===== src/rtl/jpeg_pkg.sv =====
// Shared definitions for the JPEG front-end blocks.
//   CONV_LAT : pipeline depth of the RGB->YCbCr converter (enable-stalled stages)
//   BLK_PIX  : pixels per 8x8 block
//   rgb_t    : [23:16]=R [15:8]=G [7:0]=B
//   ycc_t    : [23:16]=Cr [15:8]=Cb [7:0]=Y
package jpeg_pkg;

   localparam int unsigned CONV_LAT = 3;
   localparam int unsigned BLK_PIX  = 64;
   localparam int unsigned PIX_BITS = 24;

   typedef logic [PIX_BITS-1:0] rgb_t;
   typedef logic [PIX_BITS-1:0] ycc_t;

endpackage


===== src/rtl/ycc_sync_fifo.sv =====
// Synchronous FIFO with occupancy count; holds converter results until downstream accepts.
//   clk, rst (async, active-low), clr (sync flush)
//   push/din  : write side (ignored when full)
//   pop       : read side (ignored when empty)
//   head_c    : combinational view of the oldest entry
//   count     : registered number of stored entries
module ycc_sync_fifo #(
   parameter int unsigned WIDTH = 24,
   parameter int unsigned DEPTH = 4
) (
   input  logic                     clk,
   input  logic                     rst,
   input  logic                     clr,
   input  logic                     push,
   input  logic [WIDTH-1:0]         din,
   input  logic                     pop,
   output logic [WIDTH-1:0]         head_c,
   output logic [$clog2(DEPTH):0]   count
);

   localparam int unsigned PTR_W = $clog2(DEPTH);
   localparam int unsigned CNT_W = PTR_W + 1;

   logic [WIDTH-1:0] mem [DEPTH];
   logic [PTR_W-1:0] wr_ptr;
   logic [PTR_W-1:0] rd_ptr;
   logic             do_push;
   logic             do_pop;

   assign do_push = push & (count != CNT_W'(DEPTH));
   assign do_pop  = pop & (count != '0);
   assign head_c  = mem[rd_ptr];

   // Pointers and occupancy; DEPTH is a power of two so pointers wrap naturally.
   always_ff @(posedge clk or negedge rst) begin
      if (!rst) begin
         wr_ptr <= '0;
         rd_ptr <= '0;
         count  <= '0;
      end else if (clr) begin
         wr_ptr <= '0;
         rd_ptr <= '0;
         count  <= '0;
      end else begin
         if (do_push) wr_ptr <= wr_ptr + PTR_W'(1);
         if (do_pop)  rd_ptr <= rd_ptr + PTR_W'(1);
         case ({do_push, do_pop})
            2'b10:   count <= count + CNT_W'(1);
            2'b01:   count <= count - CNT_W'(1);
            default: count <= count;
         endcase
      end
   end

   // Storage needs no reset; entries are only visible once counted.
   always_ff @(posedge clk) begin
      if (do_push && !clr) mem[wr_ptr] <= din;
   end

endmodule


===== src/rtl/ycc_stream_sched.sv =====
// Schedules a valid/ready RGB stream through the enable-stalled RGB->YCbCr converter
// and presents the results as a valid/ready YCbCr stream with 8x8 block / frame markers.
//   clk, rst (async, active-low), clr (sync soft clear)
//   in_valid/in_ready/in_rgb            : RGB pixel input
//   conv_rst/conv_enable/conv_data_in   : converter control and data
//   conv_data_out                       : converter result
//   out_valid/out_ready/out_ycc         : YCbCr pixel output (FIFO head)
//   out_blk_first/out_blk_last          : head is pixel 0 / 63 of a block
//   out_frm_last                        : head is the last pixel of the frame
//   busy                                : work in flight or converter in reset
module ycc_stream_sched
   import jpeg_pkg::*;
#(
   parameter int unsigned FIFO_DEPTH    = 4,
   parameter int unsigned BLK_PER_FRAME = 16
) (
   input  logic clk,
   input  logic rst,
   input  logic clr,
   input  logic in_valid,
   output logic in_ready,
   input  rgb_t in_rgb,
   output logic conv_rst,
   output logic conv_enable,
   output rgb_t conv_data_in,
   input  ycc_t conv_data_out,
   output logic out_valid,
   input  logic out_ready,
   output ycc_t out_ycc,
   output logic out_blk_first,
   output logic out_blk_last,
   output logic out_frm_last,
   output logic busy
);

   localparam int unsigned CNT_W = $clog2(FIFO_DEPTH) + 1;
   localparam int unsigned PIX_W = $clog2(BLK_PIX);
   localparam int unsigned BLK_W = (BLK_PER_FRAME > 1) ? $clog2(BLK_PER_FRAME) : 1;

   logic [CONV_LAT-1:0] tag;
   logic                conv_rst_q;
   logic [CNT_W-1:0]    fifo_count;
   logic [CNT_W:0]      inflight;
   logic [PIX_W-1:0]    pix;
   logic [BLK_W-1:0]    blk;
   logic                in_fire;
   logic                push;
   logic                pop;
   logic                pix_last;
   logic                blk_last;
   ycc_t                fifo_head;

   // Credit: FIFO entries plus pixels still inside the converter.
   // A same-cycle pop is deliberately not counted, so the FIFO can never overflow.
   always_comb begin
      inflight = (CNT_W+1)'(fifo_count);
      for (int i = 0; i < CONV_LAT; i++) begin
         inflight = inflight + (CNT_W+1)'(tag[i]);
      end
   end

   assign conv_rst     = conv_rst_q | clr;
   assign in_ready     = !conv_rst && (inflight < (CNT_W+1)'(FIFO_DEPTH));
   assign in_fire      = in_valid & in_ready;
   assign conv_data_in = in_rgb;
   // Keep clocking the converter until every tagged pixel has reached the FIFO.
   assign conv_enable  = in_fire | (tag != '0);
   assign push         = tag[CONV_LAT-1] & ~clr;

   assign out_valid     = (fifo_count != '0);
   assign pop           = out_valid & out_ready;
   assign out_ycc       = out_valid ? fifo_head : '0;
   assign pix_last      = (pix == PIX_W'(BLK_PIX - 1));
   assign blk_last      = (blk == BLK_W'(BLK_PER_FRAME - 1));
   assign out_blk_first = out_valid & (pix == '0);
   assign out_blk_last  = out_valid & pix_last;
   assign out_frm_last  = out_valid & pix_last & blk_last;
   assign busy          = (tag != '0) | out_valid | conv_rst;

   // Tag pipe, converter reset stretch and output position counters.
   always_ff @(posedge clk or negedge rst) begin
      if (!rst) begin
         tag        <= '0;
         conv_rst_q <= 1'b1;
         pix        <= '0;
         blk        <= '0;
      end else if (clr) begin
         tag        <= '0;
         conv_rst_q <= 1'b1;
         pix        <= '0;
         blk        <= '0;
      end else begin
         conv_rst_q <= 1'b0;
         if (conv_enable) tag <= {tag[CONV_LAT-2:0], in_fire};
         if (pop) begin
            if (pix_last) begin
               pix <= '0;
               blk <= blk_last ? '0 : blk + BLK_W'(1);
            end else begin
               pix <= pix + PIX_W'(1);
            end
         end
      end
   end

   ycc_sync_fifo #(
      .WIDTH ($bits(ycc_t)),
      .DEPTH (FIFO_DEPTH)
   ) u_fifo (
      .clk    (clk),
      .rst    (rst),
      .clr    (clr),
      .push   (push),
      .din    (conv_data_out),
      .pop    (pop),
      .head_c (fifo_head),
      .count  (fifo_count)
   );

endmodule

===== config.mk =====
export PLATFORM = sky130hd
export DESIGN_NAME = ycc_stream_sched
export DESIGN_NICKNAME = d
export VERILOG_FILES = /design/src/rtl/jpeg_pkg.sv /design/src/rtl/ycc_sync_fifo.sv /design/src/rtl/ycc_stream_sched.sv
export SDC_FILE = /design/constraint.sdc
export NUM_CORES = 1
export LEC_CHECK = 0
export ABC_CLOCK_PERIOD_IN_PS = 4800
export BUFFER_PORTS_ARGS = -buffer_cell sky130_fd_sc_hd__buf_2
export CAP_MARGIN = 15
export CORE_MARGIN = 5
export CORE_UTILIZATION = 55
export CTS_BUF_LIST = sky130_fd_sc_hd__clkbuf_4 sky130_fd_sc_hd__clkbuf_8
export DETAILED_ROUTE_END_ITERATION = 10
export HOLD_SLACK_MARGIN = 0.15
export PLACE_DENSITY = 0.8
export SYNTH_ARGS = -nofsm -noshare
export SYNTH_HDL_FRONTEND = slang
export SYNTH_SLANG_ARGS = --single-unit

===== constraint.sdc =====
create_clock -name clk -period 4.8 [get_ports clk]
set_input_delay 0.96 -clock clk [delete_from_list [all_inputs] [get_ports clk]]
set_output_delay 0.96 -clock clk [all_outputs]
set_load 0.02 [all_outputs]

==> out/qor.csv <==
stage,metric,value,unit
yosys,synth-compound-area-share,0.0377,
finish,area_delta_synth_final,12.6,%
power_and_ir_drop,switchingPower,471,µW
yosys,ys_warn_count,0,
critical_path,end_kind,output port,
power_and_ir_drop,total_leakage_power,2.15,nW
clock_tree,post-cts-setup-buffer-count,0,
power_and_ir_drop,netSwitchingFraction,0.226,
placement,gp_congestion,0.779,
power_and_ir_drop,p_clk_frac,0.428,
yosys,synth_top_family_by_area,multiplexers,
timing,fin_skew,11.4,ps
finish,fin_nets,440,
critical_path,cp.arrival,2350,ps
yosys,async_flop_share,0.179,
critical_path,slowest_delay,600,ps
clock_tree,clk_pin_slew,80,ps
route,vias,2820,
critical_path,worstSetupStartpoint,u_fifo.count[0]$_DFFE_PN0P_,
critical_path,rrSetupSlack,2290,ps
critical_path,cp.buffers_inverters,4,
yosys,synthesis.area,5200,µm²
yosys,synthSimpleGateAreaFrac,0.0933,
critical_path,worstSetupPathType,flip-flop to output port,
timing,relSlewSlack,0.398,
critical_path,crit_path_start_kind,flip-flop,
timing,finalSetupViolations,0,
critical_path,crit_chain,inv_1 -> fa_1 -> inv_1 -> ha_1 -> nor4_2 -> a21boi_1 -> inv_1 -> buf_2,
die,coreArea,9240,µm²
die,die_area,11500,µm²
placement,dp_hpwl,5.77,mm
grt,track_usage,0.173,
finish,drive_gt1_frac,0.332,
job,cap_violations,0,
yosys,synth_edf_count,96,
yosys,synthAdderAreaFrac,0.0293,
placement,portBuffers,60,
die,start_util,0.563,
timing,worst_slack,1490,ps
critical_path,crit_path_max_fanout,10,
timing,clock.fmax,302,MHz
clock_tree,cts_root_buffer,clkbuf_8,
finish,nFillCells,652,
placement,placed_area,5430,µm²
die,die_y,107,µm
clock_tree,cts_tree,yes,
clock_tree,clk_latency,420,ps
finish,fin_area,5860,µm²
route,drc,0,
power_and_ir_drop,power_density,355,nW/µm²
timing,min_period,3310,ps
grt,grt_start_max_net_pins,27,
placement,placed_cells,485,
route,post_drt_wl_per_cell,17.6,µm
critical_path,crit_family,flip-flops,
clock_tree,clockBufferDepth,2,
die,die_w,107,µm
clock_tree,cts_resized,0,
finish,diodes,0,
power_and_ir_drop,ir_worst_vdd,0.000203,V
critical_path,r2r_cells,4,
yosys,synth.area.mux_share,0.114,
route,drtPass1Iterations,5,
route,viasPerCell,5.44,
timing,hold_viol,0,
timing,rsz0062_at_grt,false,
route,routed_wl,9.13,mm
grt,grt_pass1_vias,3011,
clock_tree,htreeDepth,4,
power_and_ir_drop,p_seq_frac,0.535,
route,first_iter_violations,154,
yosys,synth_seq_area_share,0.655,
yosys,synth_cells,332,
power_and_ir_drop,combPwrFrac,0.037,
grt,grt_antenna_before_repair,1,
grt,grt_overflow,0,
die,rows,35,
die,io_pins,109,
power_and_ir_drop,p_int,1.61,mW
critical_path,cp.required,3840,ps
finish,final-instance-count-excl-fill,518,
yosys,synthXorXnorAreaFrac,0.0101,
min_path,hold_path.class,input port to async pin,
critical_path,slowest_stage,dfrtp_1,
route,final_antenna_net_count,0,
critical_path,r2r_end,u_fifo.mem[3][4]$_DFFE_PP_,
yosys,ys.flop_type,edfxtp_1,
clock_tree,cts_made_buffers,17,
outcome,status,"complete, no violations",
grt,grt_first_pass_wirelength,14.9,mm
clock_tree,cts_sinks,117,
yosys,synth_nets,396,
clock_tree,holdBufCountCts,0,
yosys,synthDistinctLibCells,45,
power_and_ir_drop,power.total,2.08,mW
timing,period_share,0.690,
yosys,ys_ff_latch,117,
critical_path,r2r-start,u_fifo.count[1]$_DFFE_PN0P_,
yosys,syn_area_per_cell,15.7,µm²
timing,tns,0,ps
timing,tightestPinTransition,903,ps
timing,report.final.slew_viol_count,0,
critical_path,crit_top_cell,inv_1,
placement,preCtsSetupSlack,1690,ps
==> synthesized netlist by cell type (all sizes together), types with 2 or more instances <==
| cell type | count | area, µm² |
|---|---|---|
| nand2 | 14 | 52.6 |
| mux2i | 4 | 40.0 |
| edfxtp | 96 | 2880 |
| nor2 | 15 | 56.3 |
| nand2b | 4 | 25.0 |
| and3 | 2 | 12.5 |
| ha | 9 | 113 |
| o21ai | 3 | 15.0 |
| nor2b | 3 | 18.8 |
| fa | 2 | 40.0 |
| clkbuf | 7 | 26.3 |
| dfrtp | 20 | 500 |
| o31ai | 2 | 28.8 |
| o22ai | 2 | 12.5 |
| inv | 12 | 45.0 |
| nor4 | 6 | 43.8 |
| xor2 | 3 | 26.3 |
| nand3 | 9 | 45.0 |
| and2 | 29 | 181 |
| a21boi | 2 | 15.0 |
| xnor2 | 3 | 26.3 |
| a21oi | 8 | 43.8 |
| buf | 33 | 244 |
| mux4 | 24 | 541 |
| nor3 | 4 | 30.0 |
| a31oi | 4 | 25.0 |
| a211oi | 2 | 15.0 |
==> metrics by stage <==
stage,hold WS [ps],util
final,483,0.634
after global placement,509,0.587
after floorplan,490,-
after CTS,473,0.631
after detailed placement,521,0.587
after global routing,508,0.634
==> cells in the final DEF (no fill, tap or decap), drive strengths merged, types with 4 or more instances in the layout <==
master,n
clkbuf,17
nor2,15
buf,65
a31oi,4
edfxtp,96
nand2,14
ha,9
and2,29
nand3,9
mux4,24
nor4,6
clkinv,4
inv,19
mux2i,4
dfrtp,20
nand2b,4
nor3,4
a21oi,8
==> how the worst max path moves through the flow <==
stage	slack, ps	cells after the start	to
floorplan	2010	7	in_ready
global placement	1720	5	u_fifo.mem[3][13]$_DFFE_PP_
detailed placement	1690	5	u_fifo.mem[3][13]$_DFFE_PP_
CTS	1400	3	out_ycc[2]
global route	1250	8	conv_enable
finish	1490	8	conv_enable
==> layout make-up <==
cell class | instances | area (µm²) | share of cell area
Clock buffer | 17 | 234 | 0.0399
Timing Repair Buffer | 65 | 358 | 0.0611
Inverter | 12 | 45.0 | 0.00769
Clock inverter | 15 | 169 | 0.0288
Multi-Input combinational cell | 163 | 1480 | 0.253
Sequential cell | 117 | 3410 | 0.582
Tap cell | 129 | 161 | 0.0276
==> flip-flops by register name, indices dropped and copies added, names as in the netlist <==
register and cells:
tag 3, u_fifo.rd_ptr 2, u_fifo.count 3, pix 6, u_fifo.mem 96, u_fifo.wr_ptr 2, conv_rst_q 1, blk 4
==> worst register-to-register path, stage by stage, from the launching register on <==
cell     delay [ps]
dfrtp_1         660
nor2_1          150
a21oi_2         330
and2_1          780
buf_4           300
==> per-layer routing <==
layer | wire, µm | share of wire | track usage
met1 | 3740 | 0.41 | 0.202
met2 | 4690 | 0.51 | 0.289
met3 | 487 | 0.053 | 0.0528
met4 | 206 | 0.023 | 0.0877
met5 | 7 | 0.00077 | 0
==> cell families after synthesis <==
kind of cell / after synthesis
fa+ha+maj: 11
compound gates: 28
buf+inv: 52
simple gates: 89
xor+xnor: 6
mux: 29
flops: 117
==> power groups by stage <==
stage | combinational (mW) | clock (mW) | sequential, mW
4_1_cts | 0.0786 | 0.909 | 1.11
6_report | 0.0771 | 0.891 | 1.11
2_1_floorplan | 0.0751 | 0 | 1.13
3_3_place_gp | 0.0748 | 0 | 1.13
5_1_grt | 0.0877 | 0.963 | 1.11
3_5_place_dp | 0.0784 | 0 | 1.14
(Power assumes the default switching activity.)
